===== config.mk =====
export PLATFORM = sky130hd
export DESIGN_NAME = seq_div
export DESIGN_NICKNAME = d
export VERILOG_FILES = /design/src/rtl/div_pkg.sv /design/src/rtl/div_step.sv /design/src/rtl/seq_div.sv
export SDC_FILE = /design/constraint.sdc
export NUM_CORES = 1
export LEC_CHECK = 0
export BUFFER_PORTS_ARGS = -buffer_cell sky130_fd_sc_hd__buf_2
export CAP_MARGIN = 25
export CORE_AREA = 2 2 149 151
export DETAILED_ROUTE_END_ITERATION = 7
export DIE_AREA = 0 0 151 153
export GPL_ROUTABILITY_DRIVEN = 0
export PLACE_DENSITY = 0.8
export SETUP_SLACK_MARGIN = 0.4
export SLEW_MARGIN = 10
export SYNTH_ARGS = -nofsm -noshare
export SYNTH_HDL_FRONTEND = slang
export SYNTH_SLANG_ARGS = --single-unit

===== constraint.sdc =====
create_clock -name clk -period 6.9 [get_ports clk]
set_clock_uncertainty 0.1 [all_clocks]
set_input_delay 0.69 -clock clk [delete_from_list [all_inputs] [get_ports clk]]
set_output_delay 0.69 -clock clk [all_outputs]
set_load 0.03 [all_outputs]

===== src/rtl/div_pkg.sv =====
// div_pkg: shared types and sizing for the sequential divider.
package div_pkg;
    localparam int DIV_WIDTH = 32;
    localparam int DIV_ITER = 32;
    localparam int CNT_W = $clog2(DIV_ITER);
    typedef enum logic [1:0] {IDLE, DBZ, ON, DONE} div_state_e;
    function automatic logic [DIV_WIDTH-1:0] magnitude(input logic [DIV_WIDTH-1:0] v, input logic neg);
        return neg ? -v : v;
    endfunction
endpackage


===== src/rtl/div_step.sv =====
// div_step: one restoring radix-2 step (trial subtract, next remainder, quotient bit).
module div_step
    import div_pkg::*;
(
    input  logic [DIV_WIDTH-1:0] rem_i,
    input  logic                 msb_i,
    input  logic [DIV_WIDTH-1:0] dvs_i,
    output logic [DIV_WIDTH-1:0] rem_o,
    output logic                 q_o
);
    logic [DIV_WIDTH:0] shifted;
    assign shifted = {rem_i, msb_i};
    assign q_o = shifted >= {1'b0, dvs_i};
    // A successful subtract always leaves less than the divisor, so 32 bits suffice.
    assign rem_o = q_o ? shifted[DIV_WIDTH-1:0] - dvs_i : shifted[DIV_WIDTH-1:0];
endmodule


===== src/rtl/seq_div.sv =====
// seq_div: 32-bit signed/unsigned sequential divider, one quotient bit per cycle.
module seq_div
    import div_pkg::*;
(
    input  logic                   clk,
    input  logic                   rst,
    input  logic                   flush,
    input  logic                   annul_i,
    input  logic                   start_i,
    input  logic                   signed_div_i,
    input  logic [DIV_WIDTH-1:0]   opdata1_i,
    input  logic [DIV_WIDTH-1:0]   opdata2_i,
    output logic                   ready_o,
    output logic [2*DIV_WIDTH-1:0] result_o
);
    div_state_e             state_q, state_d;
    logic [DIV_WIDTH-1:0]   dvs_q, rem_q, quot_q, step_rem, quo_fin;
    logic [CNT_W-1:0]       cnt_q;
    logic                   neg_quo_q, neg_rem_q, step_q, abort, accept, last;
    logic                   ready_q, ready_d;
    logic [2*DIV_WIDTH-1:0] result_q, result_d, fixed;

    assign abort   = flush | annul_i;
    assign accept  = (state_q == IDLE) && start_i && !abort;
    assign last    = cnt_q == CNT_W'(DIV_ITER - 1);
    assign quo_fin = {quot_q[DIV_WIDTH-2:0], step_q};
    assign fixed   = {magnitude(step_rem, neg_rem_q), magnitude(quo_fin, neg_quo_q)};
    assign ready_o  = ready_q;
    assign result_o = result_q;

    div_step u_step (
        .rem_i (rem_q),
        .msb_i (quot_q[DIV_WIDTH-1]),
        .dvs_i (dvs_q),
        .rem_o (step_rem),
        .q_o   (step_q)
    );

    always_ff @(posedge clk or negedge rst) begin
        if (!rst) state_q <= IDLE;
        else      state_q <= state_d;
    end

    always_comb begin
        state_d = state_q;
        case (state_q)
            IDLE:    state_d = accept ? (opdata2_i == '0 ? DBZ : ON) : IDLE;
            DBZ:     state_d = abort ? IDLE : DONE;
            ON:      state_d = abort ? IDLE : (last ? DONE : ON);
            default: state_d = IDLE;
        endcase
    end

    always_comb begin
        ready_d  = state_d == DONE;
        result_d = (state_q == DBZ && state_d == DONE) ? '0 :
                   (state_q == ON && state_d == DONE)  ? fixed : result_q;
    end

    always_ff @(posedge clk or negedge rst) begin
        if (!rst) begin
            ready_q  <= 1'b0;
            result_q <= '0;
        end else begin
            ready_q  <= ready_d;
            result_q <= result_d;
        end
    end

    // Operands are reduced to magnitudes on entry; signs are reapplied on the final step.
    always_ff @(posedge clk or negedge rst) begin
        if (!rst) begin
            dvs_q     <= '0;
            rem_q     <= '0;
            quot_q    <= '0;
            cnt_q     <= '0;
            neg_quo_q <= 1'b0;
            neg_rem_q <= 1'b0;
        end else if (accept) begin
            dvs_q     <= magnitude(opdata2_i, signed_div_i & opdata2_i[DIV_WIDTH-1]);
            quot_q    <= magnitude(opdata1_i, signed_div_i & opdata1_i[DIV_WIDTH-1]);
            rem_q     <= '0;
            cnt_q     <= '0;
            neg_quo_q <= signed_div_i & (opdata1_i[DIV_WIDTH-1] ^ opdata2_i[DIV_WIDTH-1]);
            neg_rem_q <= signed_div_i & opdata1_i[DIV_WIDTH-1];
        end else if (state_q == ON) begin
            rem_q  <= step_rem;
            quot_q <= quo_fin;
            cnt_q  <= cnt_q + CNT_W'(1);
        end
    end
endmodule


# After elaboration in Yosys (flattened, before gate mapping)
# Index checks and enable logic that the tools add are counted.
[classes] add_sub_neg=6 n_lt_le_gt_ge=1 eq_ne=4 mux=19 bitwise=5 reduce_logical=9
[ops] operator="2-to-1 mux 32 bit" n=9
[ops] operator="2-to-1 mux 64 bit" n=2
[ops] operator="negator 32 bit" n=4
[ops] operator="greater-or-equal comparator 33 x 32 -> 1 bit" n=1
[ops] operator="zero test 32 bit" n=1
[ops] operator="subtractor 32 bit" n=1
[ops] operator="2-to-1 mux 5 bit" n=2
[ops] operator="2-to-1 mux 2 bit" n=4
[ops] operator="case mux 2 bit (3 select lines)" n=1
[ops] operator="adder 5 x 1 -> 5 bit, second input constant" n=1
[ops] operator="== test 5 bit, second input constant" n=1
[ops] operator="== test 2 bit, second input constant" n=2
[ops] operator="logical AND 1 bit" n=4
[ops] operator="nonzero test 2 bit" n=2
[ops] operator="bitwise AND 1 bit" n=3
[ops] operator="== test 2 x 1 -> 1 bit, second input constant" n=1
[ops] operator="zero test 2 bit" n=1
[ops] operator="zero test 1 bit" n=1
[ops] operator="2-to-1 mux 1 bit" n=1
[ops] operator="bitwise OR 1 bit" n=1
[ops] operator="XOR 1 bit" n=1
[word_totals] regBits=170 out_inout_bits=65

# Longest topological paths before layout
# Gate-level depths: netlist of run 1.
[logic_depth] depth_word=9 mapped_depth=25

# Hierarchy
# A second synthesis of run 1 with hierarchy kept.
[hier_totals] cells_unflattened=1427 hier_area_um2=11735.0
[by_module_without_submodules] module="seq_div" instances=1 cells_each=1097 area_per_inst_um2=9344.0 seq_area_each_um2=4254.1
[by_module_without_submodules] module="div_step" instances=1 cells_each=330 area_per_inst_um2=2391.0 seq_area_each_um2=0.0

# Worst setup path after synthesis of run 1
# No wires, ideal clock.
[synth_path] path_type="register -> register" start="register rem_q[0]" end="register result_q[58], in the netlist result_o[58]" setup_ns=0.130 t_arrival_ns=4.767 setup_slack_ns=1.903 stages_incl_launch_ff=23 n_path_buf=3 synth_period_minus_slack_ns=4.997 path_cell_list="dfrtp_1 ha_1 nor2b_1 o2111ai_1 a2111o_1 a21oi_2 o211ai_2 a21oi_4 inv_4 clkbuf_1 buf_2 buf_1 a21oi_1 ha_1 nand2_1 or4_1 nor2_1 nand4_1 o41ai_1 a21bo_2 o41ai_2 xnor2_1 o21ai_1"
[synth_via] elab_chain_cells=6 word_cells_on_any_way=7
[synth_lines] element="start: declaration" line_no="seq_div.sv:17" source="logic [DIV_WIDTH-1:0] dvs_q, rem_q, quot_q, step_rem, quo_fin;"
[synth_lines] element="start signal: assignment" line_no="seq_div.sv:87" source="rem_q <= step_rem;"
[synth_lines] element="subtractor 32 bit or greater-or-equal comparator 33 x 32 -> 1 bit (tied branches)" line_no="div_step.sv:15, div_step.sv:13"
[synth_lines] element="2-to-1 mux 32 bit *" line_no="div_step.sv:15" source="assign rem_o = q_o ? shifted[DIV_WIDTH-1:0] - dvs_i : shifted[DIV_WIDTH-1:0];"
[synth_lines] element="negator 32 bit" line_no="div_pkg.sv:8" source="return neg ? -v : v;"
[synth_lines] element="2-to-1 mux 32 bit *" line_no="div_pkg.sv:8"
[synth_lines] element="2-to-1 mux 64 bit *" line_no="seq_div.sv:57" source="(state_q == ON && state_d == DONE) ? fixed : result_q;"
[synth_lines] element="2-to-1 mux 64 bit *" line_no="seq_div.sv:56" source="result_d = (state_q == DBZ && state_d == DONE) ? '0 :"
[synth_lines] element="end signal: assignment" line_no="seq_div.sv:66" source="result_q <= result_d;"
[synth_lines] element="end: declaration" line_no="seq_div.sv:21" source="logic [2*DIV_WIDTH-1:0] result_q, result_d, fixed;"
# Every way passes the cells marked *; elsewhere a longest branch is shown, timed or not. The select of a mux whose other input is x is not followed.
# A chain may end at the register's enable or synchronous reset.

# Worst setup path in the final report of run 1
[layout_path] start="register rem_q[7]" end="register result_q[60], in the netlist result_o[60]"
# Same word-level chain as after synthesis.

==> results.txt, run 1 <==
- Origin of the critical flop-to-flop path: rem_q[7]
- Hold Crit Class: primary input to asynchronous set/reset pin
- The repair_antennas step left the layout with diodes totalling 0.
- Dividing the final minimum period by the clock period gives 77.5%.
* Global-route wire length before repair: 52200 um
* Share of synthesized cell area in and, or, nand and nor gates: 18.3%
- The count of nets left with antenna violations once routing finished came out at 0.
- IR Drop Worst-Case VDD: 0.196 mV
- Post-CTS repair changed the size of 0 cells.
- Total length of routed wires: 32100 um
* Post-synthesis instance area: 0.0116 mm2
* Number of cells produced by synthesis: 1399
- The synthesized design contains 170 register bits.
* Lkg Pwr: 5.88 nW
- Highest-count cells in the layout ignoring fill and taps: sky130_fd_sc_hd__o21ai_0, sky130_fd_sc_hd__nand2_1, sky130_fd_sc_hd__dfrtp_1
- Met1 wire length: 15200 um
* TritonCTS clock tree: built
- Among all stages on the critical path, the largest delay is contributed by sky130_fd_sc_hd__o41ai_1.
- The tree is rooted in a sky130_fd_sc_hd__clkbuf_16.
* Power per Cell Area: 415 mW/mm2
* Number of max-capacitance violations reported: 0
* Tightest slew margin relative to the limit: a little under two fifths
* Total area of multi-input combinational cells: roughly 0.0069 mm2
- The first detailed-routing pass ran for 6 iterations.
- Pin count of the biggest net entering global routing: 95
* Arrival @ worst endpoint: 5.55 ns
* DIE HEIGHT: 153 um
- Actual transition at the worst max-transition pin: roughly 0.95 ns
- The worst setup path is launched from a flop.
- Signal routing reaches up to met4.
- Wire length on met3: a little under 3000 um
- Across every metal layer, demand over resource in global routing totals 28.2%.
- Final layout net count: 1594
- Counting distinct cell types in the post-synthesis netlist gives 75.
- Critical path's top delay family: compound AO/OA/AOI/OAI gates
- In this run the standard cell core region covers 0.0215 mm2.
* Required time of the worst setup path: 7.10 ns
- Multiplexer share of the synthesized area: approximately 1.8%
- Endpoint class of the critical path: flop
- Maximum fanout count along the critical path: 46
* Area share of fa/ha/maj cells after synthesis: 4.26%
- Yosys printed 0 warnings.
- Share of the synthesized area in the top cell type: 36.6%
- From synthesis to final layout, the design area changed by 12.9%.
- Number of global-route vias before repair: around 10000
* Number of buffers inserted during clock tree synthesis: 17
- Hold-fix buffers at CTS: 0
- Number of cells on the critical path: 17
- Derived from the worst setup path, the maximum achievable clock frequency is 187 MHz.
- Together, buffers and inverters on the worst path number 1.
* Top flip-flop cell by instance count after synthesis: sky130_fd_sc_hd__dfrtp_1
- Most common cell after layout, fill and taps aside: sky130_fd_sc_hd__o21ai_0
- Summing the areas of all compound-gate instances in the mapped netlist gives between 20% and 30% of the synthesized area.
* Run status: finished, final reports clean
- Average vias per placed instance: 6.08
* Xor/xnor share of the synthesized area: 11.2%
- The routed layout has 10811 vias.
- The floorplan has 54 rows.
- By area, the combinational part of the netlist is dominated by compound AO/OA/AOI/OAI gates.
- Setup repair after global routing missed its margin: no
- For this run, design rule violations remaining after detail routing come to 0.
* DR WL met2: 13200 um
- Across all hold checks on the routed design, the worst slack comes to 0.241 ns.
- Total setup buffers inserted after CTS: 0
- Setup violations remaining at the end of the flow were counted as 0.
* End point of the critical path: result_o[60]
- Proportion of layout cells with a drive suffix above 1: approximately 14%
- Starting utilization of the core area: 54.1%
- Yosys mapped a number of flops with a built-in enable equal to 0.
* Buffers added on ports: 134
- Io pins: roughly 140
* Beginning of the critical path: rem_q[7]
* Die outline area: 0.0231 mm2
* DPL Wire Length: 23800 um
- Type of the worst setup path: flop to flop
- Summed over all instances, the cell type with the most area after synthesis is sky130_fd_sc_hd__dfrtp_1.
- Of all flip-flops after synthesis, the portion carrying an async set or reset was 100%.
* Cells on worst reg2reg path: 17
* Max-slew violation count: 0
- Counting every net in the synthesized netlist gives 1508.
* Endpoint of the worst-slack reg-to-reg timing path: result_o[60]
* Floorplan die width: 151 um
* Shortest clock period the worst path allows after layout: between 5 and 6 ns
- The number of hold violations in the final report is 0.
- Clock insertion delay at the later pin of the skew report: about 0.44 ns
- After routing, the total negative slack on setup checks comes to 0 ns.
- Critical Path, Cell by Cell: ha_1 > a21oi_1 > o211ai_1 > o211ai_1 > o21ai_0 > o211ai_2 > a21oi_4 > inv_4 > mux2i_1 > ha_1 > nand2_1 > or3_1 > o41ai_1 > nand3_1 > o41ai_1 > xor2_1 > o21ai_1
- Seq. cell area: 0.00425 mm2
* Average size of a mapped cell: around 8.3 um2
* DR WL/cell: 18.0 um
- Clk buf depth: 2
* Clock-pin transition on the worst setup and hold timing paths: 0.07 ns
- Sequential elements use between 30% and 40% of the synthesized area.
* H-tree depth: 4
* Number of inserted filler cells in the final layout: 1832
* Setup slack of the most critical reg-to-reg path: 1.55 ns
- Number of antenna violations at the first check in global routing: 0
* Area contributors post-synth: sky130_fd_sc_hd__dfrtp_1, sky130_fd_sc_hd__o21ai_0, sky130_fd_sc_hd__nand2_1
- Number of violations reported at the end of detailed-routing iteration 0: around 1200
- After global routing the overflow that remains totals 0.
- TritonCTS sink count: 170
- Maximum cell stage delay along the critical path: 0.61 ns
==> report_power, final <==
| group | internal [mW] | switching (mW) |
|---|---|---|
| clock network | 0.593 | 0.429 |
| logic | 1.12 | 1.88 |
| registers | 1.17 | 0.254 |
==> flip-flops by register name (all words and copies together) (netlist names) <==
name	count
neg_rem_q	1
ready_o	1
result_o	64
rem_q	32
cnt_q	5
dvs_q	32
state_q	2
neg_quo_q	1
quot_q	32
==> cell type report <==
class	instances	area share, %
clock inverter	12	1.25
sequential	170	32.4
inverter	54	1.56
timing repair buffer	144	6.19
tap	280	2.67
multi-input combinational	1098	52.4
clock buffer	20	3.48
==> stage by stage <==
| step | cell area [um2] | instances | utilization, % | setup WS [ns] | total power [mW] |
|---|---|---|---|---|---|
| after floorplan | 11600 | 1399 | - | 1.90 | 3.60 |
| after global placement | 12400 | 1742 | 57.8 | 1.84 | 4.24 |
| after detailed placement | 12500 | 1745 | 58.1 | 1.74 | 4.32 |
| after CTS | 13100 | 1777 | 61.0 | 1.72 | 5.35 |
| after global routing | 13100 | 1778 | 61.1 | 1.22 | 5.83 |
| final | 13100 | 1778 | 61.1 | 1.55 | 5.45 |
==> cells by family after synthesis <==
family,Yosys count
buf+inv,131
fa+ha+maj,39
xor+xnor,148
compound gates,444
mux,21
flops,170
simple gates,446
==> Yosys cell counts (all sizes together) (3+ instances only) <==
master / count
o21ai: 224
nand2: 189
dfrtp: 170
a21oi: 76
xor2: 75
xnor2: 73
nor2: 70
clkbuf: 61
inv: 54
nand3: 48
ha: 38
a22oi: 30
nor3: 24
o31ai: 22
mux2i: 21
o41ai: 18
or3: 18
buf: 16
nand2b: 15
nor4: 15
nand4: 14
or4: 11
a21o: 10
nor2b: 9
and2: 8
o211ai: 8
o21a: 8
a211oi: 7
and3: 7
a211o: 5
nand3b: 5
o21bai: 5
a21boi: 4
a31oi: 4
a31o: 3
or2: 3
==> metal layers <==
| metal | global-route usage, % | vias up |
|---|---|---|
| li1 | - | 5165 |
| met1 | 44.5 | 5088 |
| met2 | 39.1 | 503 |
| met3 | 5.13 | 55 |
| met4 | 8.72 | 0 |
| met5 | 0 | - |
==> worst min path at each step <==
stage                       startpoint           end  slack (ns)  cells past startpoint
final                              rst    quot_q[14]        0.24                      1
after global routing               rst    quot_q[14]        0.32                      1
after CTS                          rst    quot_q[14]        0.27                      1
after detailed placement  result_o[26]  result_o[26]        0.36                      2
after global placement    result_o[26]  result_o[26]        0.36                      2
after floorplan                    rst      cnt_q[0]        0.29                      0
Note: power is estimated with default switching activity, not from simulation.
==> run 2, diff against run 1 <==
--- a/config.mk
+++ b/config.mk
@@ -5,13 +5,14 @@
 export SDC_FILE = /design/constraint.sdc
 export NUM_CORES = 1
 export LEC_CHECK = 0
+export ABC_AREA = 1
 export BUFFER_PORTS_ARGS = -buffer_cell sky130_fd_sc_hd__buf_2
 export CAP_MARGIN = 25
-export CORE_AREA = 2 2 149 151
+export CORE_AREA = 2 2 154 156
 export DETAILED_ROUTE_END_ITERATION = 7
-export DIE_AREA = 0 0 151 153
+export DIE_AREA = 0 0 156 158
 export GPL_ROUTABILITY_DRIVEN = 0
-export PLACE_DENSITY = 0.8
+export PLACE_DENSITY = 0.82
 export SETUP_SLACK_MARGIN = 0.4
 export SLEW_MARGIN = 10
 export SYNTH_ARGS = -nofsm -noshare
==> constraint.sdc (replaced) <==
create_clock -name clk -period 4.49 [get_ports clk]
set_clock_uncertainty 0.1 [all_clocks]
set_input_delay 0.449 -clock clk [delete_from_list [all_inputs] [get_ports clk]]
set_output_delay 0.449 -clock clk [all_outputs]
set_load 0.03 [all_outputs]
==> run 2 against run 1 <==
Compared with the run above:
- routed wire length grew 21%
- final area grew 7.4%
- total power grew 84%
- via count grew 21%
- utilization grew 0.066 points
- critical path depth grew 7
- flip-flop and latch count is the same
- worst setup slack lost 1.1 ns
==> results.txt, run 2 <==
- Run status: finished, final reports clean
* Net switching fraction of the power: 54.6% (+7.6 points)
* Total of flip-flops plus latches after synthesis: 170 (unchanged)
* Sequential cell area fraction in the yosys report: 34.3% (-2.3 points)
- The depth of the CTS H-tree was 4 (unchanged).
- The number of instances in the synthesized netlist was 1813 (+30%).
- The synthesis warning total was 0 (unchanged).
* Number of global-route vias before repair: 11947 (+19%)
- The placed wire-length estimate after detailed placement is 28500 um (+20%).
- Critical path's top delay family: simple AND/OR/NAND/NOR gates
- The number of flops mapped to enable cells by yosys came to 0 (unchanged).
* Hold Crit Class: primary input to flop
- Most common cell after layout, fill and taps aside: sky130_fd_sc_hd__nand2_1
- Average vias per placed instance: 5.87 (-3.4%)
* Row count: 56 (+3.7%)
* Combinational group share of total power: 64.0% (+9.0 points)
- STA classifies the critical path startpoint as a flop.
- DIE HEIGHT: 158 um (+3.3%)
- The synthesized cell area was 0.0124 mm2 (+6.7%).
* Required time of the worst setup path: 4.70 ns (-2.40 ns)
* Buffers added on ports: 134 (unchanged)
- Final layout net count: 2038 (+28%)
- The number of hold violations in the final report was 0 (unchanged).
* Area contributors post-synth: sky130_fd_sc_hd__dfrtp_1, sky130_fd_sc_hd__nand2_1, sky130_fd_sc_hd__inv_1
* Synthesized net count: 1922 (+27%)
- Number of cells on the critical path: 24 (+7)
* Max-slew violation count: 0 (unchanged)
* Area added between synthesis and finish: 13.6%
- The CTS sink count came to 170 (unchanged).
* Tcrit/Tclk final: 89.4% (+12 points)
* Vias: 13110 (+21%)
* Number of antenna violations at the first check in global routing: 0 (unchanged)
* Cell taking the most area after synthesis: sky130_fd_sc_hd__dfrtp_1
- The total of fill cells in the finished design came to 2047 (+12%).
- The global router's overall resource usage is 31.3% (+3.1 points).
* Cells on worst reg2reg path: 24 (+7)
* Clock Root Buffer: sky130_fd_sc_hd__clkbuf_16
- The residual DRC count was 0 (unchanged).
- Most common cell in the synthesized netlist: sky130_fd_sc_hd__nand2_1
- The transition at the pin with the smallest max-transition slack was 0.998 ns (+0.0500 ns).
- IR Drop Worst-Case VDD: 0.455 mV (+130%)
- The number of setup violations in the final report came to 0 (unchanged).
- Maximum cell stage delay along the critical path: 0.41 ns (-0.20 ns)
* Top flip-flop cell by instance count after synthesis: sky130_fd_sc_hd__dfrtp_1
- Internal power contribution: 4.54 mW (+57%)
* Highest-count cells in the layout ignoring fill and taps: sky130_fd_sc_hd__nand2_1, sky130_fd_sc_hd__inv_1, sky130_fd_sc_hd__dfrtp_1
- The first-pass detailed-route iteration total was 8 (+2).
- The maximum number of buffers from clock root to sink is 2 (unchanged).
- Average size of a mapped cell: 6.84 um2 (-18%)
- The fraction of synthesis flops using an asynchronous set or reset pin came to 100% (unchanged).
* Number of violations reported at the end of detailed-routing iteration 0: 1639 (+32%)
- The critical path data arrival time is 4.23 ns (-1.32 ns).
- On the critical path, the stage with the largest delay is an instance of sky130_fd_sc_hd__ha_1.
- Crit path buffers/inverters: 2 (+1)
- Number of max-capacitance violations reported: 0 (unchanged)
- Proportion of layout cells with a drive suffix above 1: 14.0% (+0.054 points)
- Remaining antenna violation count after routing: 0 (unchanged)
- TNS Setup: 0 ns (unchanged)
- Distinct cells, synth: 54 (-28%)
* Lkg Pwr: 7.33 nW (+25%)
* Design area: 0.0141 mm2 (+7.4%)
- The fraction of synthesized cell area taken by the top area cell type is 34.3% (-2.3 points).
- Endpoint class of the critical path: flop
- The worst setup path is of the flop to flop kind.
- The highest net fanout along the worst path is 10 (-78%).
- Number of buffers inserted during clock tree synthesis: 17 (unchanged)
- The global-route wire length before repair came to 60900 um (+17%).
- The net switching power figure is 5.46 mW (+110%).
- Die outline area: 0.0246 mm2 (+6.7%)
* TritonCTS clock tree: built
- The sum of routed wire length over all layers was 38600 um (+21%).
* Clock-pin transition on the worst setup and hold timing paths: 0.08 ns (about the same)
- Setup repair after global routing left no endpoint under its margin.
- The final critical-path required period is 4.01 ns (-1.33 ns).
- The standard cell core area came to 0.0231 mm2 (+7.3%).
* Power per Cell Area: 709 mW/mm2 (+71%)
- Timing-limited maximum frequency: 249 MHz (+33%)
- Remaining global-route overflow: 0 (unchanged)
- Max FFs per register: 64 (unchanged)
* Clock insertion delay at the later pin of the skew report: 0.44 ns (about the same)
- The maximum number of pins on one net before global-route repair was 111 (+17%).
- The floorplan die width came to 156 um (+3.3%).
- The worst max-slew margin expressed relative to the limit is 33.5% (-3.3 points).
* Starting utilization of the core area: 53.8% (-0.28 points)
- Most numerous cell types in the synthesized netlist: sky130_fd_sc_hd__nand2_1, sky130_fd_sc_hd__inv_1, sky130_fd_sc_hd__dfrtp_1
- The total cell area at the placement stage is 0.0133 mm2 (+6.5%).
- The number of top-level design ports was 135 (unchanged).
* Proportion of power drawn by flip-flops and latches: 21.2% (-5.0 points)
- The number of antenna diodes came to 0 (unchanged).
* Worst Hold Path Cells: 3
- DR WL/cell: 17.3 um (-3.9%)
* Clock group share of total power: 14.8% (-4.0 points)
- Critical Path, Cell by Cell: inv_1 > ha_1 > nand2_2 > nor2_1 > nand2_1 > nor2_1 > nand3_1 > nand3_2 > nor2_4 > nand2_8 > inv_4 > ha_1 > nand3_2 > nor3_4 > nand3_2 > nor2_1 > nand2_1 > o21ai_2 > nand2_2 > a21oi_4 > o21ai_2 > a21oi_2 > xor2_1 > o21ai_1
## run 2: cell types whose count changed after synthesis, moves of 29 or more
cell,change
sky130_fd_sc_hd__nand2_1,+333
sky130_fd_sc_hd__nand3_1,+107
sky130_fd_sc_hd__inv_1,+169
sky130_fd_sc_hd__nor2_1,+78
sky130_fd_sc_hd__a22oi_1,-29
sky130_fd_sc_hd__xnor2_1,-53
sky130_fd_sc_hd__o21ai_0,-85
sky130_fd_sc_hd__o221ai_1,+31
## run 2: path summary, 6_finish.rpt
kind	start	to	slack, ns
max in group asynchronous	rst	rem_q[13]	3.21
setup reg to reg	dvs_q[29]	result_o[28]	0.48
hold reg to reg	result_o[17]	result_o[17]	0.38
hold / removal	opdata1_i[16]	quot_q[16]	0.21
min in group asynchronous	rst	dvs_q[22]	0.38
setup / recovery	dvs_q[29]	result_o[28]	0.48
## run 2: power by group through the flow
stage	Combinational [mW]	Clock [mW]	Sequential, mW
floorplan	4.64	0	2.01
detailed placement	6.00	0	2.13
CTS	6.06	1.47	2.10
finish	6.40	1.48	2.12
global placement	5.89	0	2.11
global route	7.04	1.55	2.15
## run 2: cell type report
| type | count | area, um2 | area share [%] |
|---|---|---|---|
| clock buffers | 18 | 429 | 3.04 |
| clock inverters | 14 | 150 | 1.07 |
| inverters | 233 | 877 | 6.22 |
| multi-input cells | 1352 | 7110 | 50.4 |
| flip-flops and latches | 170 | 4250 | 30.2 |
| well taps | 290 | 363 | 2.57 |
| repair buffers | 155 | 913 | 6.48 |
## run 2: worst min-delay path: cells and delay by family
| kind | cells | cell delay [ns] |
|---|---|---|
| compound gates | 2 | 0.16 |
| buf+inv | 1 | 0.11 |
## run 2: timing repair
action | CTS | global route
buffers inserted | 0 | 4
pin swaps | 1 | 6
setup endpoints to repair | 4 | 15
hold endpoints to repair | 0 | 35
hold buffers | 0 | 1
gates resized for setup | 3 | 19
## run 2: routing by layer
layer	global-route usage, %	wire [um]	vias to the layer above	share of wire (%)
li1	-	-	6164	-
met1	41.8	15700	6024	41
met2	50.1	17500	760	45
met3	4.57	3540	162	9.1
met4	15.6	1950	0	5.0
met5	0	0	-	0
## run 2: cell families after synthesis
group / count (synthesis) / synth area share, %
adders and majority gates: 39 / 3.99
AOI/OAI and AO/OA: 296 / 14.0
DFF: 170 / 34.3
xor gates and xnor gates: 74 / 5.22
and+or+nand+nor: 943 / 33.2
buffers and inverters: 291 / 9.27
## run 2: metrics by stage
| step | total power [mW] | utilization [%] | setup slack (ns) | hold slack [ns] | std cells |
|---|---|---|---|---|---|
| after floorplan | 6.66 | - | 0.791 | 0.0534 | 1813 |
| after global placement | 8.00 | 57.6 | 0.421 | 0.357 | 2192 |
| after detailed placement | 8.12 | 57.6 | 0.231 | 0.363 | 2192 |
| after CTS | 9.63 | 60.2 | 0.420 | 0.116 | 2224 |
| after global routing | 10.7 | 61.1 | 0.365 | 0.245 | 2232 |
| final | 10.0 | 61.1 | 0.476 | 0.207 | 2232 |
